## src/rtl/control_fsm.sv

```systemverilog
// Multi-cycle CPU control FSM: decodes opcode per state into datapath enables/selects.
// Outputs are combinational from state+opcode; 2..5 cycles per instruction, no backpressure.
module control_fsm (
  input  logic       i_clk,
  input  logic       i_reset,
  input  logic [5:0] i_opcode,
  input  logic       i_zero,
  output logic [3:0] o_state,
  output logic       o_PCWre,
  output logic       o_IRWre,
  output logic       o_RegWre,
  output logic       o_mRD,
  output logic       o_mWR,
  output logic       o_WrRegData,
  output logic       o_DBDataSrc,
  output logic [1:0] o_RegOut,
  output logic       o_ALUSrcB,
  output logic       o_ExtSel,
  output logic [2:0] o_ALUOp,
  output logic [1:0] o_PCSrc
);

  typedef enum logic [3:0] {
    S_IF = 4'd0, S_ID = 4'd1, S_EXA = 4'd2, S_WBA = 4'd3, S_EXB = 4'd4,
    S_EXM = 4'd5, S_MEM = 4'd6, S_WBL = 4'd7, S_HALT = 4'd8
  } state_t;

  localparam logic [5:0] OP_ADD  = 6'b000000, OP_SUB = 6'b000001, OP_ADDI = 6'b000010;
  localparam logic [5:0] OP_OR   = 6'b010000, OP_AND = 6'b010001, OP_ORI  = 6'b010010;
  localparam logic [5:0] OP_SLT  = 6'b100110, OP_SW  = 6'b110000, OP_LW   = 6'b110001;
  localparam logic [5:0] OP_BEQ  = 6'b110100, OP_J   = 6'b111000, OP_JR   = 6'b111001;
  localparam logic [5:0] OP_JAL  = 6'b111010, OP_HALT = 6'b111111;

  state_t     r_state;
  state_t     w_next;
  logic       w_is_alu;
  logic       w_is_imm;
  logic [2:0] w_alu_fn;
  logic       w_pcwre, w_irwre, w_regwre, w_mrd, w_mwr;

  // ALU-class decode shared by EXA and WBA so operands stay stable into writeback
  always_comb begin
    w_is_alu = 1'b1;
    w_alu_fn = 3'b000;
    case (i_opcode)
      OP_ADD, OP_ADDI: w_alu_fn = 3'b000;
      OP_SUB:          w_alu_fn = 3'b001;
      OP_OR, OP_ORI:   w_alu_fn = 3'b010;
      OP_AND:          w_alu_fn = 3'b011;
      OP_SLT:          w_alu_fn = 3'b100;
      default:         w_is_alu = 1'b0;
    endcase
  end

  assign w_is_imm = (i_opcode == OP_ADDI) || (i_opcode == OP_ORI);

  always_comb begin
    w_next      = r_state;
    w_pcwre     = 1'b0;
    w_irwre     = 1'b0;
    w_regwre    = 1'b0;
    w_mrd       = 1'b0;
    w_mwr       = 1'b0;
    o_WrRegData = 1'b0;
    o_DBDataSrc = 1'b0;
    o_RegOut    = 2'b00;
    o_ALUSrcB   = 1'b0;
    o_ExtSel    = 1'b0;
    o_ALUOp     = 3'b000;
    o_PCSrc     = 2'b00;
    case (r_state)
      S_IF: begin
        w_irwre = 1'b1;
        w_next  = S_ID;
      end
      S_ID: begin
        if (w_is_alu) begin
          w_next = S_EXA;
        end else if (i_opcode == OP_BEQ) begin
          w_next = S_EXB;
        end else if (i_opcode == OP_LW || i_opcode == OP_SW) begin
          w_next = S_EXM;
        end else if (i_opcode == OP_HALT) begin
          w_next = S_HALT;
        end else begin
          // j/jr/jal retire here; illegal opcodes fall through as a nop
          w_next  = S_IF;
          w_pcwre = 1'b1;
          case (i_opcode)
            OP_J:    o_PCSrc = 2'b11;
            OP_JR:   o_PCSrc = 2'b10;
            OP_JAL: begin
              o_PCSrc     = 2'b11;
              w_regwre    = 1'b1;
              o_RegOut    = 2'b00;
              o_WrRegData = 1'b0;
            end
            default: o_PCSrc = 2'b00;
          endcase
        end
      end
      S_EXA, S_WBA: begin
        o_ALUOp   = w_alu_fn;
        o_ALUSrcB = w_is_imm;
        o_ExtSel  = (i_opcode != OP_ORI);
        if (r_state == S_EXA) begin
          w_next = S_WBA;
        end else begin
          w_next      = S_IF;
          w_regwre    = 1'b1;
          o_WrRegData = 1'b1;
          o_RegOut    = w_is_imm ? 2'b01 : 2'b10;
          w_pcwre     = 1'b1;
        end
      end
      S_EXB: begin
        o_ALUOp = 3'b001;
        w_pcwre = 1'b1;
        o_PCSrc = i_zero ? 2'b01 : 2'b00;
        w_next  = S_IF;
      end
      S_EXM: begin
        o_ALUOp   = 3'b000;
        o_ALUSrcB = 1'b1;
        o_ExtSel  = 1'b1;
        w_next    = S_MEM;
      end
      S_MEM: begin
        if (i_opcode == OP_LW) begin
          w_mrd  = 1'b1;
          w_next = S_WBL;
        end else begin
          w_mwr   = (i_opcode == OP_SW);
          w_pcwre = (i_opcode == OP_SW);
          w_next  = S_IF;
        end
      end
      S_WBL: begin
        w_regwre    = 1'b1;
        o_RegOut    = 2'b01;
        o_WrRegData = 1'b1;
        o_DBDataSrc = 1'b1;
        w_mrd       = 1'b1;
        w_pcwre     = 1'b1;
        w_next      = S_IF;
      end
      S_HALT:  w_next = S_HALT;
      default: w_next = S_IF;
    endcase
  end

  always_ff @(posedge i_clk) begin
    if (i_reset) r_state <= S_IF;
    else         r_state <= w_next;
  end

  // Reset kills every write enable immediately, abandoning any in-flight instruction
  assign o_PCWre  = w_pcwre  & ~i_reset;
  assign o_IRWre  = w_irwre  & ~i_reset;
  assign o_RegWre = w_regwre & ~i_reset;
  assign o_mRD    = w_mrd    & ~i_reset;
  assign o_mWR    = w_mwr    & ~i_reset;
  assign o_state  = r_state;

endmodule

```

## config.mk

```make
export PLATFORM = sky130hd
export DESIGN_NAME = control_fsm
export DESIGN_NICKNAME = d
export VERILOG_FILES = /design/src/rtl/control_fsm.sv
export SDC_FILE = /design/constraint.sdc
export NUM_CORES = 1
export LEC_CHECK = 0
export ABC_AREA = 1
export BUFFER_PORTS_ARGS = -buffer_cell sky130_fd_sc_hd__buf_2
export CAP_MARGIN = 20
export CORE_MARGIN = 8
export CORE_UTILIZATION = 30
export CTS_BUF_LIST = sky130_fd_sc_hd__clkbuf_16
export DETAILED_ROUTE_END_ITERATION = 16
export PLACE_DENSITY = 0.61
export SYNTH_ARGS = -nofsm -noshare
export SYNTH_HDL_FRONTEND = slang
export SYNTH_SLANG_ARGS = --single-unit
```

## constraint.sdc

```tcl
create_clock -name i_clk -period 1.14 [get_ports i_clk]
set_input_delay 0.171 -clock i_clk [delete_from_list [all_inputs] [get_ports i_clk]]
set_output_delay 0.171 -clock i_clk [all_outputs]
set_load 0.02 [all_outputs]
```

-- Yosys cells after proc, flatten, opt, wreduce, memory -nomap -nowiden
Index checks and enable logic that the tools add are counted.
- flip-flop bits (word level): 4
- output and inout port bits: 20
- logic and storage cells: 79
- equality and inequality tests: 22
- muxes and demuxes: 41
- bitwise logic cells: 6
- reduce and logical (&&, ||, !) cells: 9
- operator list (cell ; count):
    6-bit equality test (second input constant) ; 8
    4-bit one-hot mux with 6 select lines ; 1
    6-bit by 5-bit equality test with 1-bit output (second input constant) ; 3
    1-bit 2-to-1 mux ; 17
    4-bit by 3-bit equality test with 1-bit output (second input constant) ; 4
    4-bit 2-to-1 mux ; 4
    2-bit 2-to-1 mux ; 7
    2-bit one-hot mux with 2 select lines ; 3
    3-bit one-hot mux with 4 select lines ; 1
    4-bit by 2-bit equality test with 1-bit output (second input constant) ; 2
    1-bit one-hot mux with 2 select lines ; 4
    2-bit OR reduction ; 4
    7-bit OR reduction ; 1
    6-bit by 1-bit equality test with 1-bit output (second input constant) ; 1
    6-bit by 2-bit equality test with 1-bit output (second input constant) ; 1
    6-bit logical NOT ; 1
    6-bit by 5-bit != test with 1-bit output (second input constant) ; 1
    3-bit one-hot mux with 2 select lines ; 1
    1-bit AND ; 5
    4-bit by 1-bit equality test with 1-bit output (second input constant) ; 1
    4-bit equality test (second input constant) ; 1
    4-bit logical NOT ; 1
    1-bit one-hot mux with 4 select lines ; 1
    3-bit 2-to-1 mux ; 1
    other kinds (3) ; 4

-- Logic depth before layout (Yosys ltp)
Gate-level depths: netlist (run 1).
- word-level depth: 8
- depth in mapped cells: 9
- gate-level depth less buffers: 9

-- Worst setup path before layout (run 1)
No wires, ideal clock.
- path type: reg2out
- from: reg r_state[3], in the netlist o_state[3]
- to: out o_PCSrc[1]
- arrival: 1.357 ns
- required time: 0.969 ns
- slack: -0.388 ns
- stages on the path, launching flop included: 6
- path buffers: 0
- cells stage by stage: dfxtp_1 -> nor2_2 -> nand3_1 -> inv_2 -> nand2_1 -> nor3_1
- word-level cells in the longest chain between the ends: 2
- elaborated cells on any way between the ends: 3
- those cells by class: eq/ne: 2; mux: 1
- RTL lines (element ; RTL line ; text):
    start: declaration ; 34 ; state_t r_state;
    start signal: assignment ; 154 ; else r_state <= w_next;
    4-bit by 3-bit equality test with 1-bit output or 4-bit by 1-bit equality test with 1-bit output (tied branches) ; 71 ; case (r_state)
    2-bit one-hot mux with 2 select lines * ; 71 ;
    end: declaration ; 20 ; output logic [1:0] o_PCSrc
Mark *: on every way between the ends. The rest lies on a longest branch, timed or not.

-- Final worst setup path (run 1)
- from: reg r_state[1], in the netlist o_state[1]
- to: out o_PCWre
- word-level cells in the longest chain between the ends: 4
- elaborated cells on any way between the ends: 11
- those cells by class: eq/ne: 6; mux: 2; bitwise: 1; reduce/logical: 2
- RTL lines (element ; RTL line ; text):
    4-bit by 2-bit equality test with 1-bit output, or another cell as far along ; 71, 106 ;
    1-bit 2-to-1 mux, or another cell as far along ; 106 ; if (r_state == S_EXA) begin
    1-bit one-hot mux with 4 select lines * ; 71 ;
    1-bit AND * ; 158 ; assign o_PCWre = w_pcwre & ~i_reset;
    end: declaration ; 9 ; output logic o_PCWre,
Marks and branches as above.

==> results of run 1 <==
## power by group
group | internal (mW) | switching, mW
registers | 0.141 | 0.0148
clock network | 0.450 | 0.117
logic | 0.148 | 0.185
## area by class of cell
class | instances | area (sq um)
multi-input combinational | 85 | 594
inverter | 16 | 65.1
sequential | 4 | 95.1
clock buffer | 3 | 75.1
fill | 113 | 312
tap | 25 | 31.3
timing repair buffer | 71 | 573
## cell families (layout without fill, tap and decap cells)
| logic type | Yosys count | in the layout | synth area share, % |
|---|---|---|---|
| flops | 4 | 4 | 14.2 |
| simple gates | 71 | 71 | 61.3 |
| buf+inv | 17 | 90 | 11.3 |
| compound gates | 14 | 14 | 13.3 |
## path summary, 6_finish.rpt
path / startpoint / end / slack (ns) / cells after the start
setup reg to reg: o_state[3] / o_state[0] / -0.27 / 8
hold / removal: i_reset / o_state[0] / 0.28 / 2
hold reg to reg: o_state[3] / o_state[3] / 0.72 / 3
setup / recovery: o_state[1] / o_PCWre / -0.42 / 9
## cells in the final DEF, fill, tap and decap left out
master                      count
sky130_fd_sc_hd__dfxtp_4        4
sky130_fd_sc_hd__nand3b_4       1
sky130_fd_sc_hd__clkbuf_16      3
sky130_fd_sc_hd__nor3_4         2
sky130_fd_sc_hd__o21ai_1        1
sky130_fd_sc_hd__nor4_4         1
sky130_fd_sc_hd__nor2_1        17
sky130_fd_sc_hd__a31oi_1        2
sky130_fd_sc_hd__o21ai_0        1
sky130_fd_sc_hd__nand2_4        1
sky130_fd_sc_hd__nand3_1        7
sky130_fd_sc_hd__o21a_1         1
sky130_fd_sc_hd__inv_2          7
sky130_fd_sc_hd__buf_4         42
sky130_fd_sc_hd__a21oi_4        2
sky130_fd_sc_hd__nor2_4         7
sky130_fd_sc_hd__nand2_2        7
sky130_fd_sc_hd__a21oi_1        3
sky130_fd_sc_hd__nor3_2         1
sky130_fd_sc_hd__o21ai_2        3
sky130_fd_sc_hd__nor3b_4        1
sky130_fd_sc_hd__buf_6         18
sky130_fd_sc_hd__nor3_1         2
sky130_fd_sc_hd__o21ai_4        1
sky130_fd_sc_hd__nand3_4        1
sky130_fd_sc_hd__nand2_1       16
sky130_fd_sc_hd__nand3_2        2
sky130_fd_sc_hd__inv_1          7
sky130_fd_sc_hd__inv_4          2
sky130_fd_sc_hd__buf_2         11
sky130_fd_sc_hd__nor2_2         5
## worst register-to-register path, stage by stage (launching register included)
cell	delay, ns
sky130_fd_sc_hd__dfxtp_4	0.36
sky130_fd_sc_hd__nor2_4	0.13
sky130_fd_sc_hd__nand3_2	0.11
sky130_fd_sc_hd__buf_4	0.15
sky130_fd_sc_hd__buf_4	0.12
sky130_fd_sc_hd__buf_4	0.14
sky130_fd_sc_hd__o21ai_4	0.15
sky130_fd_sc_hd__nor3b_4	0.06
sky130_fd_sc_hd__nor2_1	0.11
## metal layers
metal	track usage (%)	up-vias	wire length, microns
met5	0	-	0
met1	17.9	492	1360
met3	3.90	10	200
li1	-	488	-
met4	7.51	0	97
met2	28.8	66	1710
## through the flow
stage	area (sq um)	setup TNS, ns	instances
3_3_place_gp	1080	-2.12	192
2_1_floorplan	653	-0.179	106
5_1_grt	1430	-6.55	204
6_report	1430	-5.58	204
4_1_cts	1350	-4.60	202
3_5_place_dp	1080	-2.45	192
## repair_timing
action,4_1_cts,5_1_grt
hold endpoints to repair,0,0
gates resized for setup,45,16
buffers inserted,7,3
endpoints found under the setup margin,19,22
pin swaps,9,6
==> qor.log, run 1 <==
INFO  routing        drt_iter0_drcs=49
INFO  timing         report.final.setup_viol=22
INFO  finish         largest_reg_flops=4
INFO  timing         fmaxAchievable=0.642GHz
INFO  synthesis      most_common_cell_in_the_netlist=sky130_fd_sc_hd__nor2_1
INFO  clock_network  ctsLongestPathBuffers=2
INFO  power_and_ir_drop powerDensity=736mW/mm^2
INFO  timing         timing.final.ws_setup=-0.417ns
INFO  die            initial_core_util=32.4%
INFO  finish         syn2layout_area_growth=154%
INFO  setup_path     critPathMaxStageDelay=0.38ns
INFO  timing         hold_violations=0
INFO  clock_network  cts.htree.levels=1
INFO  timing         layout_min_cycle_time=1.56ns
INFO  routing        final_antenna_net_count=0
INFO  power_and_ir_drop p_leak=0.725nW
INFO  global_route   grt_start_max_net_pins=10
INFO  run_status     failed_checks=negative setup slack
INFO  finish         utilization=82.2%
INFO  power_and_ir_drop maximum_vdd_ir_drop=0.884mV
INFO  synthesis      synth-edff-count=0
INFO  die            dieArea=0.00353sqmm
INFO  setup_path     worst_setup_path_start_kind=flip-flop
INFO  die            boundaryPins=29
INFO  placed_design  port_buffers=28
INFO  run            maxCapViolations=0
INFO  timing         final.hold.worst_slack=0.279ns
INFO  placed_design  globalplace.congestion=0.903
INFO  finish         drive_above_1_share=68.2%
INFO  clock_network  cts_buffers=3
INFO  global_route   grt_pass1_vias=1058
INFO  synthesis      synth.avg_cell_area=5.34squm
INFO  synthesis      synth_top_cells_by_area=sky130_fd_sc_hd__nor2_1 15%, sky130_fd_sc_hd__dfxtp_1 14%, sky130_fd_sc_hd__nand2_1 14%
INFO  routing        wire_per_inst=16.5microns
INFO  global_route   grt_antenna_before_repair=0
INFO  synthesis      synth.largest_area_cell=sky130_fd_sc_hd__nor2_1
INFO  clock_network  cts_hold_repair.buffers=0
INFO  setup_path     worstPathMaxFanout=5
INFO  clock_network  tritoncts=built
INFO  synthesis      ys_seq_area_share=14.2%
INFO  clock_network  clock_sinks=4
INFO  global_route   overflow=0
INFO  synthesis      postSynthRegisterBits=4
INFO  setup_path     slowest_stage=sky130_fd_sc_hd__dfxtp_4
INFO  clock_network  cts.reportedPaths.clkPinSlew=0.04ns
INFO  timing         finalMaxSlewViolations=0
INFO  timing         final_min_period_over_clock_period=137%
INFO  global_route   global_route.usage.total=16.4%
INFO  synthesis      synth.yosys.warnings=0
INFO  placed_design  detailedPlacementHpwl=1.86mm
INFO  die            std_cell_rows=15
INFO  power_and_ir_drop overall_power=1.06mW
INFO  setup_path     timing.critical_path.buf_inv=3
INFO  routing        detailroute.via_count=1056
INFO  finish         antenna_cells=0
INFO  setup_path     crit_family=simple AND/OR/NAND/NOR gates
INFO  synthesis      synth.cell_area=566squm
INFO  die            core_region_area=0.00175sqmm
INFO  clock_network  master_cell_of_the_clock_root_buffer=sky130_fd_sc_hd__clkbuf_16
INFO  setup_path     cp.required=0.97ns
INFO  routing        vias_per_cell=5.18
INFO  setup_path     path_cells=inv_2, nor2_4, nand2_2, nor2_1, nor2_1, nand3_1, nand2_1, inv_2, buf_6
INFO  placed_design  preCtsSetupSlack=-0.250ns
INFO  timing         relSlewSlack=75.9%
INFO  synthesis      synth.cells.most_frequent=23 x sky130_fd_sc_hd__nor2_1, 21 x sky130_fd_sc_hd__nand2_1, 10 x sky130_fd_sc_hd__inv_1, 10 x sky130_fd_sc_hd__nand3_1, 6 x sky130_fd_sc_hd__inv_2
INFO  setup_path     path_class=reg2out
INFO  routing        routed_wl=3.37mm
INFO  timing         tightest_slew=0.359ns
INFO  synthesis      async_reset_ff_share=0%
INFO  timing         finClkSkew=0.00544ns
INFO  setup_path     worst_ep_arrival_time=1.39ns
INFO  global_route   global_route_wire_length_before_repair=4.53mm
INFO  routing        drcViolationCount=0
INFO  run_status     run_status=finished with violations
INFO  synthesis      synth.top_cell.area_share=15.3%
INFO  clock_network  clk-insertion-delay-late=0.23ns
INFO  die            die_h=59.4microns
INFO  hold_path      hold_path.class=in2reg
INFO  routing        initial_drt_pass_iterations=4
INFO  synthesis      synthCells=106
INFO  synthesis      synth_flop_cell=sky130_fd_sc_hd__dfxtp_1
INFO  timing         grt_setup_unrepaired=true
INFO  synthesis      synthesis.nets=115
INFO  setup_path     end_kind=output port
INFO  finish         nNetsFinal=190
INFO  synthesis      post_synth_num_cell_types=20
INFO  die            die_width=59.4microns
Note: power is estimated with default switching activity, not from simulation.
==> run 2, diff against run 1 <==
- SKIP_LAST_GASP: default -> 1
==> run 2 against run 1 <==
  * Critical endpoint unchanged
  * Via count decreased by 1.0%
  * Combinational power fell by 4%
  * Highest routed layer unchanged
  * Routed wire length is 3.9% lower
  * Count of clock-buffer cells in the layout is the same
  * Final cell count is 0.98% higher
  * Fmax rose by 1.9%
  * Critical path depth shrank 1
  * Register-to-register slack got worse by 0.03 ns
  * Final area shrank 0.18%
  * The flow still finishes with violations (negative setup slack)
==> qor.log, run 2 (synthesized netlist as in run 1, its figures left out) <==
INFO  timing         fmaxAchievable=0.655GHz
INFO  setup_path     end_kind=output port
INFO  placed_design  detailed_place.area=0.00108sqmm
INFO  finish         utilization=82.0%
INFO  setup_path     critPathMaxStageDelay=0.36ns
INFO  clock_network  master_cell_of_the_clock_root_buffer=sky130_fd_sc_hd__clkbuf_16
INFO  routing        initial_drt_pass_iterations=4
INFO  finish         syn2layout_area_growth=153%
INFO  clock_network  ctsLongestPathBuffers=2
INFO  routing        drt_iter0_drcs=22
INFO  routing        detail_route.wirelength.met1=1.32mm
INFO  setup_path     r2r.worst_path.cells=8
INFO  die            die_width=59.4microns
INFO  clock_network  cts_buffers=3
INFO  setup_path     worstPathMaxFanout=5
INFO  global_route   grt_pass1_vias=1028
INFO  placed_design  globalplace.congestion=0.903
INFO  die            dieArea=0.00353sqmm
INFO  die            initial_core_util=32.4%
INFO  setup_path     path_class=reg2out
INFO  setup_path     path_cells=nor2_4, nand3_2, inv_4, nand3_1, nand3_1, nand2_1, inv_2, buf_6
INFO  clock_network  clock_sinks=4
INFO  routing        detailroute.via_count=1045
INFO  routing        detailed_routed_wire_length_on_met3=187microns
INFO  setup_path     worst_ep_arrival_time=1.36ns
INFO  power_and_ir_drop powerDensity=721mW/mm^2
INFO  clock_network  clk-insertion-delay-late=0.23ns
INFO  routing        drcViolationCount=0
INFO  global_route   global_route_wire_length_before_repair=4.44mm
INFO  timing         final.hold.worst_slack=0.266ns
INFO  timing         final_min_period_over_clock_period=134%
INFO  die            die_h=59.4microns
INFO  timing         finalMaxSlewViolations=0
INFO  clock_network  cts.htree.levels=1
INFO  timing         tightest_slew=0.504ns
INFO  run_status     run_status=finished with violations
INFO  hold_path      worst_hold_path.num_cells=2
INFO  finish         mostFrequentLayoutCells=43 x sky130_fd_sc_hd__buf_4, 20 x sky130_fd_sc_hd__buf_6, 17 x sky130_fd_sc_hd__nand2_1
INFO  timing         finClkSkew=0.00495ns
INFO  timing         grt_setup_unrepaired=true
INFO  finish         final_common_cell=sky130_fd_sc_hd__buf_4
INFO  routing        vias_per_cell=5.07
INFO  hold_path      hold_path.class=in2reg
INFO  clock_network  cts.reportedPaths.clkPinSlew=0.03ns
INFO  global_route   overflow=0
INFO  power_and_ir_drop p_leak=0.720nW
INFO  timing         relSlewSlack=66.1%
INFO  clock_network  tritoncts=built
INFO  placed_design  port_buffers=28
INFO  timing         setup_tns=-5.55ns
INFO  timing         layout_min_cycle_time=1.53ns
INFO  routing        dr.max_layer_used=met4
INFO  global_route   global_route.usage.total=16.2%
INFO  global_route   grt_antenna_before_repair=0
INFO  setup_path     slowest_stage=sky130_fd_sc_hd__dfxtp_4
INFO  finish         antenna_cells=0
INFO  routing        final_antenna_net_count=0
INFO  timing         hold_violations=0
INFO  setup_path     cp.required=0.97ns
INFO  setup_path     critPathMostFrequentCell=sky130_fd_sc_hd__nand3_1
INFO  timing         timing.final.ws_setup=-0.388ns
INFO  timing         report.final.setup_viol=21
INFO  finish         final.fill_count=113
INFO  routing        wire_length_on_met2=1.63mm
INFO  global_route   grt_start_max_net_pins=10
INFO  finish         nNetsFinal=192
INFO  finish         largest_reg_flops=4
INFO  run_status     failed_checks=negative setup slack
INFO  finish         finalInstanceArea=0.00143sqmm
INFO  placed_design  detailedPlacementHpwl=1.86mm
INFO  finish         drive_above_1_share=67.4%
INFO  setup_path     worst_setup_path_start_kind=flip-flop
INFO  routing        wire_per_inst=15.7microns
INFO  run            maxCapViolations=0
INFO  die            core_region_area=0.00175sqmm
INFO  die            boundaryPins=29
INFO  die            std_cell_rows=15
INFO  power_and_ir_drop maximum_vdd_ir_drop=0.827mV
INFO  routing        routed_wl=3.24mm
run 2: cell types whose count changed in the layout (fill, tap and decap cells not counted), sizes merged:
cell | before | now
buf | 71 | 73
run 2: path summary, 6_finish.rpt:
kind                            startpoint    endpoint  slack, ns
worst max-delay path            o_state[3]     o_PCWre      -0.39
worst min-delay path               i_reset  o_state[0]       0.27
worst max register to register  o_state[3]  o_state[0]      -0.30
worst min register to register  o_state[3]  o_state[3]       0.74
run 2: layout make-up:
cell class	instances	area [sq um]	area share [%]
timing repair buffer	73	598	41.8
sequential	4	95.1	6.64
multi-input combinational	85	567	39.6
clock buffer	3	75.1	5.24
tap	25	31.3	2.19
inverter	16	65.1	4.55
run 2: worst max-delay path, delay by kind of cell, from the launching register on:
family | cells | cell delay (ns)
buffers and inverters | 3 | 0.26
flip-flops | 1 | 0.36
AND/OR/NAND/NOR | 5 | 0.50
run 2: what timing repair did:
action                     4_1_cts  5_1_grt
pin swaps                        9        7
buffers inserted                 7        4
resized for setup               38       22
hold buffers                     0        0
hold endpoints to repair         0        0
setup endpoints to repair       19       22
run 2: metal layers:
layer  global-route usage (%)  vias to the layer above
li1                         -                      496
met1                     17.4                      480
met2                     28.4                       61
met3                     4.12                        8
met4                     7.85                        0
met5                        0                        -
run 2: report_power, final:
| group | internal, mW | total [mW] | switching, mW |
|---|---|---|---|
| clock | 0.450 | 0.562 | 0.112 |
| sequential | 0.141 | 0.152 | 0.0112 |
| combinational | 0.146 | 0.319 | 0.174 |
| total | 0.736 | 1.03 | 0.297 |
run 2: through the flow:
step                      setup slack (ns)  total power [mW]  std cells
after global routing                -0.445              1.07        206
after floorplan                    -0.0636             0.266        106
after CTS                           -0.337             0.974        202
after global placement              -0.209             0.374        192
final                               -0.388              1.03        206
after detailed placement            -0.250             0.377        192
==> run 3, diff against run 2 <==
- BUFFER_PORTS_ARGS: -buffer_cell sky130_fd_sc_hd__buf_2 -> -buffer_cell sky130_fd_sc_hd__clkbuf_2
- CORE_UTILIZATION: 30 -> 39
- PLACE_DENSITY: 0.61 -> 0.75
==> run 3 against run 2 <==
  * The run now fails in clock tree synthesis (4_1_cts)
  * Synthesized cell count unchanged
  * Area after synthesis unchanged
==> qor.log, run 3 <==
INFO  synthesis      synth_top_cells_by_area=sky130_fd_sc_hd__nor2_1 15%, sky130_fd_sc_hd__dfxtp_1 14%, sky130_fd_sc_hd__nand2_1 14%
INFO  die            boundaryPins=29
INFO  synthesis      synthCells=106
INFO  synthesis      postSynthRegisterBits=4
INFO  synthesis      most_common_cell_in_the_netlist=sky130_fd_sc_hd__nor2_1
INFO  clock_network  cts_repair_resize_count=45
INFO  synthesis      synth_flop_cell=sky130_fd_sc_hd__dfxtp_1
INFO  die            std_cell_rows=13
INFO  synthesis      synth.largest_area_cell=sky130_fd_sc_hd__nor2_1
INFO  clock_network  cts.htree.levels=1
INFO  clock_network  cts_buffers=3
INFO  synthesis      synth.yosys.warnings=0
INFO  synthesis      synth.avg_cell_area=5.34squm
INFO  die            die_width=54.1microns
INFO  synthesis      async_reset_ff_share=0%
INFO  clock_network  clock_sinks=4
INFO  synthesis      synth.top_cell.area_share=15.3%
INFO  synthesis      synth-edff-count=0
INFO  placed_design  globalplace.congestion=0.919
INFO  die            die_h=54.1microns
INFO  clock_network  ctsLongestPathBuffers=2
INFO  clock_network  cts_hold_repair.buffers=0
INFO  placed_design  port_buffers=28
INFO  clock_network  master_cell_of_the_clock_root_buffer=sky130_fd_sc_hd__clkbuf_16
INFO  synthesis      post_synth_num_cell_types=20
INFO  synthesis      synth.cells.most_frequent=23 x sky130_fd_sc_hd__nor2_1, 21 x sky130_fd_sc_hd__nand2_1, 10 x sky130_fd_sc_hd__inv_1, 10 x sky130_fd_sc_hd__nand3_1, 6 x sky130_fd_sc_hd__inv_2
INFO  synthesis      ys_seq_area_share=14.2%
INFO  run_status     run_status=stopped before the end
INFO  clock_network  post_cts.repair.setup_buffers=6
INFO  placed_design  detailed_place.area=0.00107sqmm
INFO  run_status     halt_reason=[ERROR DPL-0038] Utilization greater than 100%, impossible to legalize
INFO  die            initial_core_util=42.4%
INFO  synthesis      synth.cell_area=566squm
INFO  synthesis      synthesis.nets=115
INFO  placed_design  detailedPlacementHpwl=1.92mm
INFO  run_status     last-stage-reached=clock tree synthesis (4_1_cts)
==> run 3: cell families after synthesis <==
| group | share of synthesized area (%) |
|---|---|
| AND/OR/NAND/NOR | 61.3 |
| buffers and inverters | 11.3 |
| flip-flops | 14.2 |
| AO/OA/AOI/OAI | 13.3 |
==> run 3: stage by stage <==
| step | worst slack [ns] | cells |
|---|---|---|
| detailed placement | -0.226 | 183 |
| global placement | -0.202 | 183 |
| floorplan | -0.0636 | 106 |
==> run 4, diff against run 3 <==
- CORE_AREA: default -> 8 8 69 71
- CORE_MARGIN: 8 -> default
- CORE_UTILIZATION: 39 -> default
- CTS_BUF_LIST: sky130_fd_sc_hd__clkbuf_16 -> default
- DIE_AREA: default -> 0 0 77 79
- PLACE_DENSITY: 0.75 -> default
- PLACE_DENSITY_LB_ADDON: default -> 0.15
- clock period: 1.14 -> 1.48 ns (I/O delays scaled with it)
==> run 4 against run 3 <==
  * The flow now finishes, with violations (negative setup slack)
==> qor.log, run 4 (synthesized netlist as in run 1, its figures left out) <==
INFO  run_status     run_status=finished with violations
INFO  run_status     failed_checks=negative setup slack
INFO  setup_path     worst_ep_arrival_time=1.34ns
INFO  setup_path     path_cells=inv_4, nor2_4, nand2_2, nand3b_4, a21oi_2, clkbuf_8
INFO  power_and_ir_drop maximum_vdd_ir_drop=0.339mV
INFO  die            die_h=79microns
INFO  setup_path     worstPathMaxFanout=5
INFO  clock_network  clock_sinks=4
INFO  placed_design  detailedPlacementHpwl=2.00mm
INFO  finish         finalInstanceArea=0.00111sqmm
INFO  timing         hold_violations=0
INFO  routing        routed_wl=2.33mm
INFO  timing         grt_setup_unrepaired=true
INFO  setup_path     path_class=reg2out
INFO  die            initial_core_util=14.9%
INFO  finish         antenna_cells=0
INFO  timing         tightest_slew=0.326ns
INFO  finish         drive_above_1_share=58.7%
INFO  clock_network  ctsLongestPathBuffers=2
INFO  die            dieArea=0.00608sqmm
INFO  setup_path     worst_setup_path_start_kind=flip-flop
INFO  run            maxCapViolations=0
INFO  clock_network  cts.reportedPaths.clkPinSlew=0.03ns
INFO  routing        final_antenna_net_count=0
INFO  placed_design  detailed_place.area=878squm
INFO  power_and_ir_drop p_leak=0.563nW
INFO  timing         layout_min_cycle_time=1.56ns
INFO  timing         finalMaxSlewViolations=0
INFO  power_and_ir_drop powerDensity=470mW/mm^2
INFO  global_route   grt_antenna_before_repair=0
INFO  routing        detailroute.via_count=828
INFO  clock_network  cts_buffers=3
INFO  setup_path     slowest_stage=sky130_fd_sc_hd__dfxtp_4
INFO  global_route   grt_start_max_net_pins=10
INFO  routing        drt_iter0_drcs=17
INFO  setup_path     end_kind=output port
INFO  timing         report.final.setup_viol=6
INFO  die            die_width=77microns
INFO  global_route   grt_pass1_vias=854
INFO  routing        drcViolationCount=0
INFO  setup_path     cp.required=1.26ns
INFO  clock_network  master_cell_of_the_clock_root_buffer=sky130_fd_sc_hd__clkbuf_8
INFO  global_route   global_route.usage.total=7.55%
INFO  routing        vias_per_cell=4.04
INFO  timing         fmaxAchievable=0.642GHz
INFO  global_route   overflow=0
INFO  die            std_cell_rows=23
INFO  routing        initial_drt_pass_iterations=3
INFO  finish         syn2layout_area_growth=96.7%
INFO  placed_design  globalplace.congestion=0.772
INFO  finish         final_common_cell=sky130_fd_sc_hd__buf_4
INFO  clock_network  tritoncts=built
INFO  finish         nNetsFinal=166
INFO  global_route   global_route_wire_length_before_repair=3.76mm
INFO  timing         finClkSkew=0.00102ns
INFO  timing         final_min_period_over_clock_period=105%
INFO  routing        wire_per_inst=11.3microns
INFO  setup_path     critPathMaxStageDelay=0.37ns
INFO  clock_network  cts.htree.levels=1
INFO  hold_path      hold_path.class=in2reg
INFO  clock_network  cts_hold_repair.buffers=0
INFO  finish         utilization=29.3%
INFO  timing         timing.final.ws_setup=-0.0781ns
INFO  finish         largest_reg_flops=4
INFO  finish         mostFrequentLayoutCells=22 x sky130_fd_sc_hd__buf_4, 19 x sky130_fd_sc_hd__nor2_1, 18 x sky130_fd_sc_hd__clkbuf_2
INFO  die            core_region_area=0.00380sqmm
INFO  placed_design  port_buffers=28
INFO  timing         relSlewSlack=78.0%
INFO  die            boundaryPins=29
INFO  clock_network  clk-insertion-delay-late=0.21ns
-- run 4: worst paths after layout --
check | from | slack [ns] | cells past startpoint | endpoint
worst min-delay path | i_reset | 0.33 | 2 | o_state[3]
worst min register to register | o_state[3] | 0.58 | 2 | o_state[3]
worst max register to register | o_state[2] | 0.20 | 8 | o_state[1]
worst max-delay path | o_state[2] | -0.08 | 6 | o_mRD
-- run 4: through the flow --
stage / instances / total power, mW / setup slack, ns / hold slack [ns] / setup TNS (ns)
global placement: 196 / 0.270 / -0.0437 / 0.576 / -0.0437
CTS: 202 / 0.506 / -0.0858 / 0.335 / -0.417
finish: 205 / 0.523 / -0.0781 / 0.330 / -0.246
floorplan: 106 / 0.201 / 0.0121 / 0.540 / 0
detailed placement: 196 / 0.269 / -0.0109 / 0.568 / -0.0109
global route: 205 / 0.563 / -0.192 / 0.358 / -0.878
-- run 4: cell type report --
type / instances / area (sq um)
fill: 467 / 2690
multi-input combinational: 85 / 515
timing repair buffer: 47 / 333
sequential: 4 / 95.1
inverter: 16 / 65.1
tap: 50 / 62.6
clock buffer: 3 / 41.3
-- run 4: routing by layer --
layer | GRT usage (%) | wire length (microns) | vias to the layer above
li1 | - | - | 442
met1 | 6.95 | 892 | 374
met2 | 15.4 | 1320 | 10
met3 | 2.03 | 100 | 2
met4 | 2.83 | 17 | 0
met5 | 0 | 0 | -
-- run 4: where the power goes --
group	switching, mW	internal, mW	total [mW]	leakage (nW)
sequential	0.0121	0.109	0.121	0.0355
clock	0.0514	0.173	0.224	0.0216
combinational	0.102	0.0765	0.178	0.506
-- run 4: timing repair --
item | CTS | global route
pin swaps | 4 | 13
gates resized for setup | 15 | 42
endpoints found under the setup margin | 12 | 13
setup buffers | 3 | 3
-- run 4: critical path: cells and delay by family, from the launching register on --
family / cells / cell delay [ns]
compound gates: 1 / 0.14
buf+inv: 2 / 0.21
flops: 1 / 0.37
simple gates: 3 / 0.41
